===== src/rtl/inst_fetch_pkg.sv =====
// inst_fetch_pkg: shared constants, bus widths, stall-vector bit positions and fetch FSM states.
package inst_fetch_pkg;
  localparam int InstBus = 32;
  localparam int InstAddrBus = 32;
  localparam logic [31:0] ZeroWord = 32'h0000_0000;
  localparam logic [31:0] NopInst = 32'h0000_0000;
  localparam logic ChipEnable = 1'b1;
  localparam logic ChipDisable = 1'b0;
  localparam int StallPcBit = 0;
  localparam int StallIfidBit = 1;
  localparam int StallIdBit = 2;
  localparam int StallExBit = 3;
  localparam int StallMemBit = 4;
  localparam int StallWbBit = 5;
  typedef enum logic {BOOT, RUN} state_e;
endpackage


===== src/rtl/inst_fetch_if.sv =====
// inst_fetch_if: instruction-memory port; master is the fetch stage, slave is the memory.
interface inst_fetch_if #(parameter int W = 32);
  logic inst_ce;
  logic [W-1:0] inst_addr;
  logic [W-1:0] inst_i;
  modport master (output inst_ce, inst_addr, input inst_i);
  modport slave (input inst_ce, inst_addr, output inst_i);
endinterface


===== src/rtl/inst_fetch_if_id_reg.sv =====
// if_id_reg: IF/ID pipeline register with flush, stall bubble, hold and misaligned-fetch tagging.
module if_id_reg
  import inst_fetch_pkg::*;
#(
  parameter int W = 32
) (
  input  logic         clk,
  input  logic         rst_n,
  input  logic         run,
  input  logic         flush,
  input  logic         stall_pc,
  input  logic         stall_ifid,
  input  logic [W-1:0] pc,
  input  logic [W-1:0] inst,
  output logic [W-1:0] id_pc,
  output logic [W-1:0] id_inst,
  output logic         id_excp_adel
);
  logic [W-1:0] pc_q, pc_d, inst_q, inst_d;
  logic adel_q, adel_d, bubble, misalign;
  // A misaligned fetch carries a NOP so the bogus word never reaches decode
  always_comb begin
    bubble = !run || flush || (stall_pc && !stall_ifid);
    misalign = |pc[1:0];
    pc_d = bubble ? W'(ZeroWord) : stall_ifid ? pc_q : pc;
    inst_d = bubble ? W'(NopInst) : stall_ifid ? inst_q : misalign ? W'(NopInst) : inst;
    adel_d = bubble ? 1'b0 : stall_ifid ? adel_q : misalign;
  end
  always_ff @(posedge clk or negedge rst_n) begin
    if (!rst_n) begin
      pc_q <= W'(ZeroWord);
      inst_q <= W'(NopInst);
      adel_q <= 1'b0;
    end else begin
      pc_q <= pc_d;
      inst_q <= inst_d;
      adel_q <= adel_d;
    end
  end
  assign id_pc = pc_q;
  assign id_inst = inst_q;
  assign id_excp_adel = adel_q;
endmodule


===== src/rtl/inst_fetch.sv =====
// inst_fetch: PC, BOOT/RUN state and next-PC selection feeding the IF/ID register.
// FETCH_PERF_EN adds the fetch_cnt accepted-fetch counter port.
module inst_fetch
  import inst_fetch_pkg::*;
#(
  parameter int INST_W = 32,
  parameter logic [INST_W-1:0] RESET_PC = '0
) (
  input  logic              clk,
  input  logic              rst_n,
  input  logic              stall_pc,
  input  logic              stall_ifid,
  input  logic              branch_flag,
  input  logic [INST_W-1:0] branch_target,
  input  logic              flush,
  input  logic [INST_W-1:0] flush_pc,
  inst_fetch_if.master      imem,
  output logic [INST_W-1:0] id_pc,
  output logic [INST_W-1:0] id_inst,
  output logic              id_excp_adel
`ifdef FETCH_PERF_EN
  ,
  output logic [31:0]       fetch_cnt
`endif
);
  state_e state_q, state_d;
  logic [INST_W-1:0] pc_q, pc_d;
  logic run;
  // Flush beats both stalls; a branch seen during a PC stall is dropped and re-presented by ID
  always_comb begin
    state_d = RUN;
    run = state_q == RUN;
    pc_d = !run ? pc_q : flush ? flush_pc : stall_pc ? pc_q : branch_flag ? branch_target : pc_q + INST_W'(4);
    imem.inst_ce = run ? ChipEnable : ChipDisable;
  end
  always_ff @(posedge clk or negedge rst_n) begin
    if (!rst_n) begin
      state_q <= BOOT;
      pc_q <= RESET_PC;
    end else begin
      state_q <= state_d;
      pc_q <= pc_d;
    end
  end
  assign imem.inst_addr = pc_q;
  if_id_reg #(.W(INST_W)) u_if_id (
    .clk(clk),
    .rst_n(rst_n),
    .run(run),
    .flush(flush),
    .stall_pc(stall_pc),
    .stall_ifid(stall_ifid),
    .pc(pc_q),
    .inst(imem.inst_i),
    .id_pc(id_pc),
    .id_inst(id_inst),
    .id_excp_adel(id_excp_adel)
  );
`ifdef FETCH_PERF_EN
  logic [31:0] cnt_q, cnt_d;
  always_comb cnt_d = (run && !flush && !stall_pc && !stall_ifid) ? cnt_q + 32'd1 : cnt_q;
  always_ff @(posedge clk or negedge rst_n) begin
    if (!rst_n) cnt_q <= '0;
    else cnt_q <= cnt_d;
  end
  assign fetch_cnt = cnt_q;
`endif
endmodule


===== src/flat_wrapper.sv =====
// flat-port wrapper written by rule: the top's interface ports become plain ports
module inst_fetch_flat import inst_fetch_pkg::*;
#(
  parameter int INST_W = 32,
  parameter logic [INST_W-1:0] RESET_PC = '0
)
  (clk, rst_n, stall_pc, stall_ifid, branch_flag, branch_target, flush, flush_pc, id_pc, id_inst, id_excp_adel, imem_inst_ce, imem_inst_addr, imem_inst_i);
  inst_fetch_if imem_i ();
  input  logic clk;
  input  logic rst_n;
  input  logic stall_pc;
  input  logic stall_ifid;
  input  logic branch_flag;
  input  logic [INST_W-1:0] branch_target;
  input  logic flush;
  input  logic [INST_W-1:0] flush_pc;
  output logic [INST_W-1:0] id_pc;
  output logic [INST_W-1:0] id_inst;
  output logic id_excp_adel;
  output wire logic [$bits(imem_i.inst_ce)-1:0] imem_inst_ce;
  output wire logic [$bits(imem_i.inst_addr)-1:0] imem_inst_addr;
  input wire logic [$bits(imem_i.inst_i)-1:0] imem_inst_i;
  assign imem_inst_ce = imem_i.inst_ce;
  assign imem_inst_addr = imem_i.inst_addr;
  assign imem_i.inst_i = imem_inst_i;
  inst_fetch #(.INST_W(INST_W), .RESET_PC(RESET_PC)) u_core (.clk(clk), .rst_n(rst_n), .stall_pc(stall_pc), .stall_ifid(stall_ifid), .branch_flag(branch_flag), .branch_target(branch_target), .flush(flush), .flush_pc(flush_pc), .imem(imem_i), .id_pc(id_pc), .id_inst(id_inst), .id_excp_adel(id_excp_adel));
endmodule

===== config.mk =====
export PLATFORM = sky130hd
export DESIGN_NAME = inst_fetch_flat
export DESIGN_NICKNAME = d
export VERILOG_FILES = /design/src/rtl/inst_fetch_pkg.sv /design/src/rtl/inst_fetch_if.sv /design/src/rtl/inst_fetch_if_id_reg.sv /design/src/rtl/inst_fetch.sv /design/src/flat_wrapper.sv
export SDC_FILE = /design/constraint.sdc
export NUM_CORES = 1
export LEC_CHECK = 0
export CAP_MARGIN = 20
export CORE_ASPECT_RATIO = 0.5
export CORE_UTILIZATION = 43
export DETAILED_ROUTE_END_ITERATION = 6
export PLACE_DENSITY_LB_ADDON = 0.2
export SLEW_MARGIN = 10
export SYNTH_ARGS = -nofsm -noshare
export SYNTH_HDL_FRONTEND = slang
export SYNTH_SLANG_ARGS = --single-unit

===== constraint.sdc =====
create_clock -name clk -period 2.5 [get_ports clk]
set_input_delay 0.25 -clock clk [delete_from_list [all_inputs] [get_ports clk]]
set_output_delay 0.25 -clock clk [all_outputs]
set_load 0.02 [all_outputs]

==> key figures, run 1 <==
Outcome
  – Run status: complete, but fails checks
  – Failing checks: negative hold slack

GRT
  – Largest net degree at the start of global routing: ~60
  – Initial antenna violation count: 0
  – Gr usage total: around 26%
  – Gr ovfl total: 0
  – First-pass GRT wire length: 23.4 mm
  – Vias in the first global route: between 4000 and 5000

Final layout
  – Antenna Cells: 0
  – Util after Layout: ~70%
  – Layout cells sized above 1: 8.38%
  – Most common cell after layout, fill and taps aside: clkdlybuf4s50_1
  – P&R area growth vs syn: 53.8%
  – Final #Nets: approximately 800
  – Commonest non-fill, non-tap cells in the layout: clkdlybuf4s50_1, dfrtp_1, nor2_1
  – Fillers: 829

Die
  – Core Box Area: 0.0105 sq mm
  – Io pins: 200
  – Initial Util: 45.6%
  – Die Ht: 76.8 microns
  – Die footprint: 0.0116 sq mm
  – Cell row count: 26
  – Die width: 152 microns

Critical path
  – CP cell instances: nand4_1 > or3_1 > or4_1 > mux2i_1 > a211o_1
  – Worst setup SP type: register
  – Worst EP required: between 2000 and 3000 ps
  – CP top delay family: simple AND/OR/NAND/NOR gates
  – Critical setup path kind: reg -> reg
  – Worst path depth: 5
  – Buf/Inv on CP: 0
  – Worst Reg2Reg Path Length in Cells: 5
  – Crit-path slowest cell: or4_1
  – Critical-path maximum fanout: 6
  – CP max stage delay: 500 ps
  – Critical path endpoint category: register
  – Arr. time, crit path: 2400 ps

STA
  – Setup Total Neg Slack: 0 ps
  – Worst slew pin tran: roughly 770 ps
  – Final Hold Fails: 30
  – Fmax: about 460 MHz
  – Tmin final: 2170 ps
  – Setup-failing EPs final: 0
  – Final Max Slew Viols: 0
  – Worst Clk Skew: 7.47 ps
  – Slew headroom: 49.0%
  – RSZ-0062 raised after global routing: false
  – Post-route clock period utilization: 86.9%
  – Hold_ws: -21.4 ps

Drt
  – Initial drt markers: 335
  – TritonRoute pass-1 iters: 5
  – DRC: 0
  – Drt total wl: 15.0 mm
  – Final ANT Viol Nets: 0
  – Number of vias per cell: 5.68
  – DR WL/cell: approximately 18 microns
  – Vias: 4794

Logic synthesis
  – Top FF cell, synth: dfrtp_1
  – Async SR Flop Fraction: 100%
  – Cell variety after synth: 48
  – Yosys reg bits: roughly 100
  – Post-synth EDFFs: 0
  – Post-Syn Nets: between 600 and 700
  – Syn avg cell area: between 9 and 10 sq um
  – Sequential area share after synthesis: 51.0%
  – Number of synthesis warnings: 0
  – Syn Inst Count: roughly 500
  – Synth Cell Area: 0.00481 sq mm

CTS
  – Clock Path Buffers: 2
  – H-tree depth: 3
  – Clock sink count: 98
  – CTS Buf Count: 9
  – Post-CTS Setup Repair Bufs: 0
  – Hold_buf cts: 0
  – Worst skew pair latency: 340 ps
  – CTS clk-pin slew, worst paths: approximately 70 ps
  – CTS resizes: 0
  – CTS root buffer: clkbuf_16
  – CTS tree: done

Power
  – Leakage: 3.05 nW
  – Power per cell area: 585 mW/mm^2
  – Peak supply drop: 0.389 mV

Min path
  – Hold WC Path Type: in -> async

Placement
  – Port bufs: roughly 200
  – Hpwl dp: 10.8 mm
  – Routability congestion estimate: between 0.8 and 0.9

Run
  – Max-cap viol count: 0
==> layer usage <==
layer  part of all wire, %  track usage (%)
met1                    44             37.0
met4                  0.93             5.84
met2                    47             40.2
met3                   7.7             5.36
met5                     0                0
==> worst register-to-register path, cell delays in order (launching register included) <==
cell     delay [ps]
dfrtp_1         460
nand4_1         260
or3_1           480
or4_1           500
mux2i_1         140
a211o_1         220
==> cell families (layout without fill, tap and decap cells) <==
logic type	Yosys count	in the layout	synth area share, %
AOI/OAI and AO/OA	153	153	21.7
adders and majority gates	1	1	0.260
buffers and inverters	51	253	4.03
DFF	98	98	51.0
muxes	34	34	7.08
other	1	1	0.0780
and+or+nand+nor	164	164	15.8
==> synthesized netlist by cell type (9+ instances only) <==
cell | instances | area share, %
a22oi_1 | 39 | 6.1
nor3_1 | 10 | 1.0
nor2_1 | 88 | 6.9
o21ai_0 | 42 | 4.4
clkbuf_1 | 29 | 2.3
dfrtp_1 | 98 | 51
buf_1 | 10 | 0.78
a21oi_1 | 16 | 1.7
inv_1 | 10 | 0.78
nand2_1 | 21 | 1.6
mux2i_1 | 34 | 7.1
nor4_1 | 9 | 1.2
==> power breakdown <==
part | switching, mW | internal (mW) | total (mW)
logic | 0.527 | 0.526 | 1.05
registers | 0.144 | 1.69 | 1.84
clock network | 0.640 | 0.794 | 1.43
total | 1.31 | 3.01 | 4.32
==> stage by stage <==
| step | instance area (sq um) | cells | total power, mW | setup WS, ps |
|---|---|---|---|---|
| after floorplan | 4810 | 502 | 2.31 | 285 |
| after global placement | 7080 | 828 | 2.90 | 398 |
| after detailed placement | 7080 | 828 | 2.91 | 371 |
| after CTS | 7390 | 844 | 4.35 | 371 |
| after global routing | 7390 | 844 | 4.52 | 216 |
| final | 7390 | 844 | 4.32 | 328 |
==> sequential cells by signal, summed over array words and instances (netlist names) <==
register,flops
u_core.imem.inst_addr,32
u_core.run,1
u_core.u_if_id.id_excp_adel,1
u_core.u_if_id.id_inst,32
u_core.u_if_id.id_pc,32
==> final cells by class <==
type	count	area (sq um)	area share (%)
clock buffer	9	225	3.05
sequential	98	2450	33.2
tap	140	175	2.37
timing repair buffer	227	2250	30.4
multi-input combinational	353	2170	29.4
inverter	10	37.5	0.508
clock inverter	7	83.8	1.13
==> path summary, 6_finish.rpt <==
check | from | to | slack, ps
worst max-delay path | u_core.imem.inst_addr[9] | u_core.imem.inst_addr[31] | 330
worst min-delay path | rst_n | u_core.u_if_id.id_pc[16] | -20
worst max register to register | u_core.imem.inst_addr[9] | u_core.imem.inst_addr[31] | 330
worst min register to register | u_core.u_if_id.id_pc[9] | u_core.u_if_id.id_pc[9] | 520
max in group asynchronous | rst_n | u_core.u_if_id.id_inst[20] | 1870
min in group clk | stall_ifid | u_core.u_if_id.id_pc[1] | 400
(Power assumes the default switching activity.)
==> run 2: changes to the inputs <==
Settings changed: SYNTH_HIERARCHICAL set to 1.
==> run 2 against run 1 <==
Net effect: the flow now finishes without violations; clock power is 4% higher; critical path depth grew 1; cell count is 9.4% lower; routed wire length down 0.49%; first-iteration DRC count increased by 22%; critical endpoint is now u_core/imem.inst_addr[18]; largest cell class unchanged; largest power group unchanged; highest routed layer unchanged.
==> key figures, run 2 <==
Final layout
  – Commonest non-fill, non-tap cells in the layout: clkdlybuf4s50_1, dfrtp_1, a22o_1
  – Util after Layout: 69.3% (-0.84 points)
  – Antenna Cells: 0 (unchanged)
  – Fin area: 0.00726 sq mm (-1.8%)
  – Most common cell after layout, fill and taps aside: clkdlybuf4s50_1
  – P&R area growth vs syn: 52.7%
  – Final #Nets: 723 (-9.9%)
  – Layout cells sized above 1: 8.16% (-0.22 points)

STA
  – Tmin final: 2010 ps (-166 ps)
  – Setup-failing EPs final: 0 (unchanged)
  – Final Max Slew Viols: 0 (unchanged)
  – Setup Total Neg Slack: 0 ps (unchanged)
  – Fmax: 499 MHz (+8.3%)
  – Worst Clk Skew: 10.2 ps (+2.72 ps)
  – RSZ-0062 raised after global routing: false
  – Final Hold Fails: 0 (-100%)
  – Post-route clock period utilization: 80.2% (-6.7 points)
  – Slew headroom: 57.4% (+8.4 points)
  – Worst slew pin tran: 639 ps (-126 ps)

Power
  – Leakage: 2.95 nW (-3.3%)
  – Peak supply drop: 0.384 mV (-1.5%)
  – Power per cell area: 587 mW/mm^2 (+0.37%)

Logic synthesis
  – Top post-synthesis cells by count: dfrtp_1, a22o_1, o21ai_0, a32o_1
  – Syn Inst Count: 431 (-14%)
  – Cell variety after synth: 58 (+21%)
  – Post-Syn Nets: 534 (-12%)
  – Count leader, synth: dfrtp_1
  – Top post-synthesis cells by area: dfrtp_1, a32o_1, a22o_1, o21ai_0, a22oi_1
  – Yosys reg bits: 98 (unchanged)
  – Top cell type's share of synthesized area: 51.6% (+0.56 points)
  – Syn avg cell area: 11.0 sq um (+15%)
  – Sequential area share after synthesis: 51.6% (+0.56 points)
  – Async SR Flop Fraction: 100% (unchanged)
  – Top FF cell, synth: dfrtp_1
  – Post-synth EDFFs: 0 (unchanged)
  – Post-synthesis cell type with the largest combined area: dfrtp_1
  – Synth Cell Area: 0.00475 sq mm (-1.1%)
  – Number of synthesis warnings: 6 (+6)

Drt
  – Initial drt markers: 409 (+22%)
  – Final ANT Viol Nets: 0 (unchanged)
  – DRC: 0 (unchanged)
  – TritonRoute pass-1 iters: 5 (unchanged)
  – Vias: 4547 (-5.2%)
  – DR WL/cell: 19.5 microns (+9.8%)
  – Number of vias per cell: 5.94 (+4.6%)
  – Drt total wl: 14.9 mm (-0.49%)

Outcome
  – Run status: completed

Run
  – Max-cap viol count: 0 (unchanged)

Die
  – Die width: 151 microns (-0.54%)
  – Die Ht: 76.4 microns (-0.53%)
  – Io pins: 200 (unchanged)
  – Initial Util: 45.4% (-0.22 points)
  – Cell row count: 26 (unchanged)
  – Core Box Area: 0.0105 sq mm (-0.62%)
  – Die footprint: 0.0115 sq mm (-1.1%)

Critical path
  – Arr. time, crit path: 2240 ps (-160 ps)
  – FF-to-FF Start: u_core/imem.inst_addr[2]
  – Critical setup path kind: reg -> reg
  – Worst EP required: 2740 ps (about the same)
  – R2R Path End: u_core/imem.inst_addr[18]
  – Worst Reg2Reg Path Length in Cells: 6 (+1)
  – Critical-path maximum fanout: 6 (unchanged)
  – Worst setup SP type: register
  – Critical path endpoint category: register
  – Register-to-register setup slack: 490 ps (+170 ps)

CTS
  – CTS resizes: 0 (unchanged)
  – CTS clk-pin slew, worst paths: 70 ps (about the same)
  – Clock sink count: 98 (unchanged)
  – Post-CTS Setup Repair Bufs: 0 (unchanged)
  – Hold_buf cts: 1 (+1)
  – CTS Buf Count: 9 (unchanged)
  – Worst skew pair latency: 350 ps (about the same)
  – H-tree depth: 3 (unchanged)
  – CTS root buffer: clkbuf_16
  – CTS tree: done
  – Clock Path Buffers: 2 (unchanged)

GRT
  – Initial antenna violation count: 0 (unchanged)
  – Largest net degree at the start of global routing: 51 (-14%)
  – Gr usage total: 26.1% (+0.25 points)
  – First-pass GRT wire length: 23.4 mm (about the same)
  – Vias in the first global route: 4351 (-3.0%)
  – Gr ovfl total: 0 (unchanged)

Placement
  – Area after DPL: 0.00693 sq mm (-2.2%)
  – Routability congestion estimate: 0.811 (-4.5%)
  – Port bufs: 199 (unchanged)
  – Hpwl dp: 10.2 mm (-5.5%)

Min path
  – Hold WC Path Type: in -> async
-- run 2: changes by cell type after synthesis, sizes merged, moves of 7 or more --
cell / change
and3: +8
mux2i: -33
a22oi: -23
a22o: +30
nor2: -68
nor3: -7
clkbuf: -10
buf: +8
a32o: +34
-- run 2: worst max-delay path by stage --
stage | startpoint | end | slack [ps] | cells past startpoint
floorplan | u_core/imem.inst_addr[2] | u_core/imem.inst_addr[18] | 660 | 6
global placement | flush | u_core/u_if_id/id_pc[31] | 440 | 5
detailed placement | flush | u_core/u_if_id/id_inst[23] | 390 | 5
CTS | u_core/imem.inst_addr[2] | u_core/imem.inst_addr[18] | 550 | 6
global route | u_core/imem.inst_addr[4] | u_core/imem.inst_addr[23] | 420 | 5
finish | u_core/imem.inst_addr[2] | u_core/imem.inst_addr[18] | 490 | 6
-- run 2: cell families after synthesis --
| family | after synthesis | share of synthesized area, % |
|---|---|---|
| AOI/OAI and AO/OA | 190 | 31.2 |
| DFF | 98 | 51.6 |
| and+or+nand+nor | 95 | 11.9 |
| buffers and inverters | 45 | 4.82 |
| muxes | 1 | 0.211 |
| adders and majority gates | 1 | 0.263 |
| other | 1 | 0.0789 |
-- run 2: worst max-delay path: stages (launching register included) --
cell,delay [ps]
dfrtp_1,440
ha_1,290
nand4_1,250
nor3_4,300
and2_1,260
o21ai_1,120
a22o_1,240
-- run 2: through the flow --
stage          power (mW)  hold WS, ps  setup WS [ps]  std cells
5_1_grt              4.44          512            416        765
2_1_floorplan        2.25        -45.6            656        431
3_5_place_dp         2.80          320            385        748
6_report             4.26          469            494        765
4_1_cts              4.29          485            547        765
3_3_place_gp         2.78          316            436        748
-- run 2: routing by layer --
metal	part of all wire (%)	wire length [microns]	global-route usage, %
met5	0	0	0
met4	1.2	183	7.20
met3	9.1	1350	6.35
met2	46	6860	40.2
met1	44	6520	36.6
-- run 2: power by group --
part / switching [mW] / leakage (nW) / internal [mW] / total, mW
logic: 0.457 / 1.49 / 0.468 / 0.925
registers: 0.165 / 1.31 / 1.68 / 1.85
clock network: 0.607 / 0.149 / 0.879 / 1.49
-- run 2: final cells by class --
class | instances | area (sq um)
clock buffers | 10 | 229
multi-input cells | 288 | 2090
fillers | 807 | 3220
inverters | 6 | 22.5
flip-flops and latches | 98 | 2450
clock inverters | 6 | 88.8
repair buffers | 217 | 2200
well taps | 140 | 175
==> run 3: changes to the inputs <==
Settings changed: CORE_UTILIZATION 43 to 39.
Clock period 2.5 ns to 1.7 ns, I/O delays scaled along.
==> run 3 against run 2 <==
Net effect: sequential cell count is the same; critical path depth shrank 4; utilization shrank 4.5 points; die area grew 10%; power grew 48%; cell count grew 8.9%; clock skew shrank 2.3 ps; routed wire length grew 3.5%; clock power grew 37%; worst hold slack lost 180 ps; largest cell class is now non-clock buffers.
==> key figures, run 3 (synthesized netlist as in run 2, its figures left out) <==
Outcome
  – Run status: completed

STA
  – Final Hold Fails: 0 (unchanged)
  – Final Max Slew Viols: 0 (unchanged)
  – Tmin final: 1640 ps
  – Setup Total Neg Slack: 0 ps (unchanged)
  – Setup-failing EPs final: 0 (unchanged)
  – Post-route clock period utilization: slightly below 100%
  – Hold_ws: 293 ps (-176 ps)
  – Worst Clk Skew: 7.86 ps (-2.33 ps)
  – Fmax: between 600 and 700 MHz
  – RSZ-0062 raised after global routing: false

Final layout
  – Antenna Cells: 0 (unchanged)
  – P&R area growth vs syn: 61.5%
  – Layout cells sized above 1: 16.9% (+8.8 points)
  – Most common cell after layout, fill and taps aside: clkdlybuf4s50_1
  – Final #Nets: 766 (+5.9%)
  – Commonest non-fill, non-tap cells in the layout: clkdlybuf4s50_1, dfrtp_1, buf_4

Critical path
  – Worst EP required: 1530 ps (-1210 ps)
  – Critical path endpoint category: output port
  – Critical setup path kind: reg -> out
  – CP cell instances: buf_4 > clkdlybuf4s50_1
  – CP max stage delay: 600 ps (+160 ps)
  – Arr. time, crit path: 1470 ps (-770 ps)
  – Crit-path slowest cell: clkdlybuf4s50_1
  – Worst setup SP type: register
  – CP top delay family: buffers and inverters
  – Critical-path maximum fanout: 5 (-1)
  – Buf/Inv on CP: 2 (+2)

Die
  – Die Ht: 80.1 microns (+4.9%)
  – Io pins: 200 (unchanged)
  – Initial Util: 40.2% (-5.2 points)
  – Cell row count: 28 (+7.7%)
  – Die footprint: 0.0127 sq mm (+10%)
  – Die width: 158 microns (+4.9%)
  – Core Box Area: 0.0118 sq mm (+13%)

Min path
  – Hold WC Path Type: in -> async

CTS
  – CTS clk-pin slew, worst paths: 80 ps (about the same)
  – CTS Buf Count: 9 (unchanged)
  – CTS tree: done
  – Clock Path Buffers: 2 (unchanged)
  – Clock sink count: 98 (unchanged)
  – Worst skew pair latency: 350 ps (about the same)
  – H-tree depth: 3 (unchanged)
  – CTS root buffer: clkbuf_16

GRT
  – First-pass GRT wire length: 23.8 mm (+1.8%)
  – Vias in the first global route: 4553 (+4.6%)
  – Largest net degree at the start of global routing: 51 (unchanged)
  – Gr usage total: 24.5% (-1.6 points)
  – Initial antenna violation count: 0 (unchanged)
  – Gr ovfl total: 0 (unchanged)

Drt
  – Drt total wl: 15.4 mm (+3.5%)
  – WL met2: 7.10 mm (+3.5%)
  – Met1 wire length: 6.97 mm (+7.0%)
  – TritonRoute pass-1 iters: 5 (unchanged)
  – Top sig layer: met4
  – Vias: 4726 (+3.9%)
  – Initial drt markers: 346 (-15%)
  – DRC: 0 (unchanged)
  – Final ANT Viol Nets: 0 (unchanged)
  – Routed wl met3: 1.18 mm (-13%)
  – Number of vias per cell: 5.67 (-4.5%)
  – DR WL/cell: 18.5 microns (-4.9%)

Power
  – Peak supply drop: 0.513 mV (+34%)
  – Power per cell area: 819 mW/mm^2 (+39%)
  – Leakage: 3.30 nW (+12%)

Run
  – Max-cap viol count: 0 (unchanged)

Placement
  – Hpwl dp: 11.2 mm (+10%)
  – Port bufs: 199 (unchanged)
  – Routability congestion estimate: 0.905 (+12%)
-- run 3: report_power, final --
group	internal [mW]	leakage, nW	switching (mW)
logic	0.813	1.85	0.820
clock network	1.07	0.143	0.975
registers	2.48	1.30	0.133
total	4.36	3.30	1.93
-- run 3: cell type report --
class,count,area (sq um)
sequential,98,2460
clock inverter,6,56.3
inverter,6,22.5
tap,165,206
clock buffer,10,239
timing repair buffer,260,2540
multi-input combinational,288,2160
fill,996,4160
-- run 3: what timing repair did --
action                     4_1_cts  5_1_grt
setup endpoints to repair        0       25
hold endpoints to repair        25        0
gates resized for setup          0       27
buffers inserted                 0        0
hold buffers                     1        0
-- run 3: worst paths after layout --
| check | startpoint | end | slack, ps | cells past startpoint |
|---|---|---|---|---|
| min in group clk | flush | u_core/imem.inst_addr[0] | 310 | 3 |
| max in group asynchronous | rst_n | u_core/imem.inst_addr[3] | 850 | 3 |
| worst min register to register | u_core/u_if_id/id_inst[10] | u_core/u_if_id/id_inst[10] | 490 | 1 |
| worst max register to register | u_core/imem.inst_addr[19] | u_core/imem.inst_addr[27] | 70 | 5 |
| worst min-delay path | rst_n | u_core/u_if_id/id_inst[19] | 290 | 2 |
| worst max-delay path | u_core/imem.inst_addr[16] | imem_inst_addr[16] | 60 | 2 |
-- run 3: layer usage --
metal	up-vias	GRT usage, %
li1	2198	-
met1	2296	33.3
met2	215	39.2
met3	17	6.04
met4	0	6.35
met5	-	0
-- run 3: per-stage QoR --
stage | setup slack [ps] | util, % | std cells | power, mW | area, sq um
floorplan | -31.7 | - | 431 | 3.31 | 4770
global placement | 58.2 | 61.5 | 816 | 4.26 | 7290
detailed placement | 2.77 | 61.5 | 816 | 4.28 | 7290
CTS | 3.48 | 64.1 | 833 | 6.33 | 7590
global route | 3.31 | 64.8 | 833 | 6.58 | 7680
finish | 55.8 | 64.8 | 833 | 6.29 | 7680
-- run 3: worst register-to-register path: stages, from the launching register on --
cell and delay (ps):
dfrtp_1 360, and3_4 200, and4_2 360, nand3_4 160
o311ai_1 310, o21ai_1 110
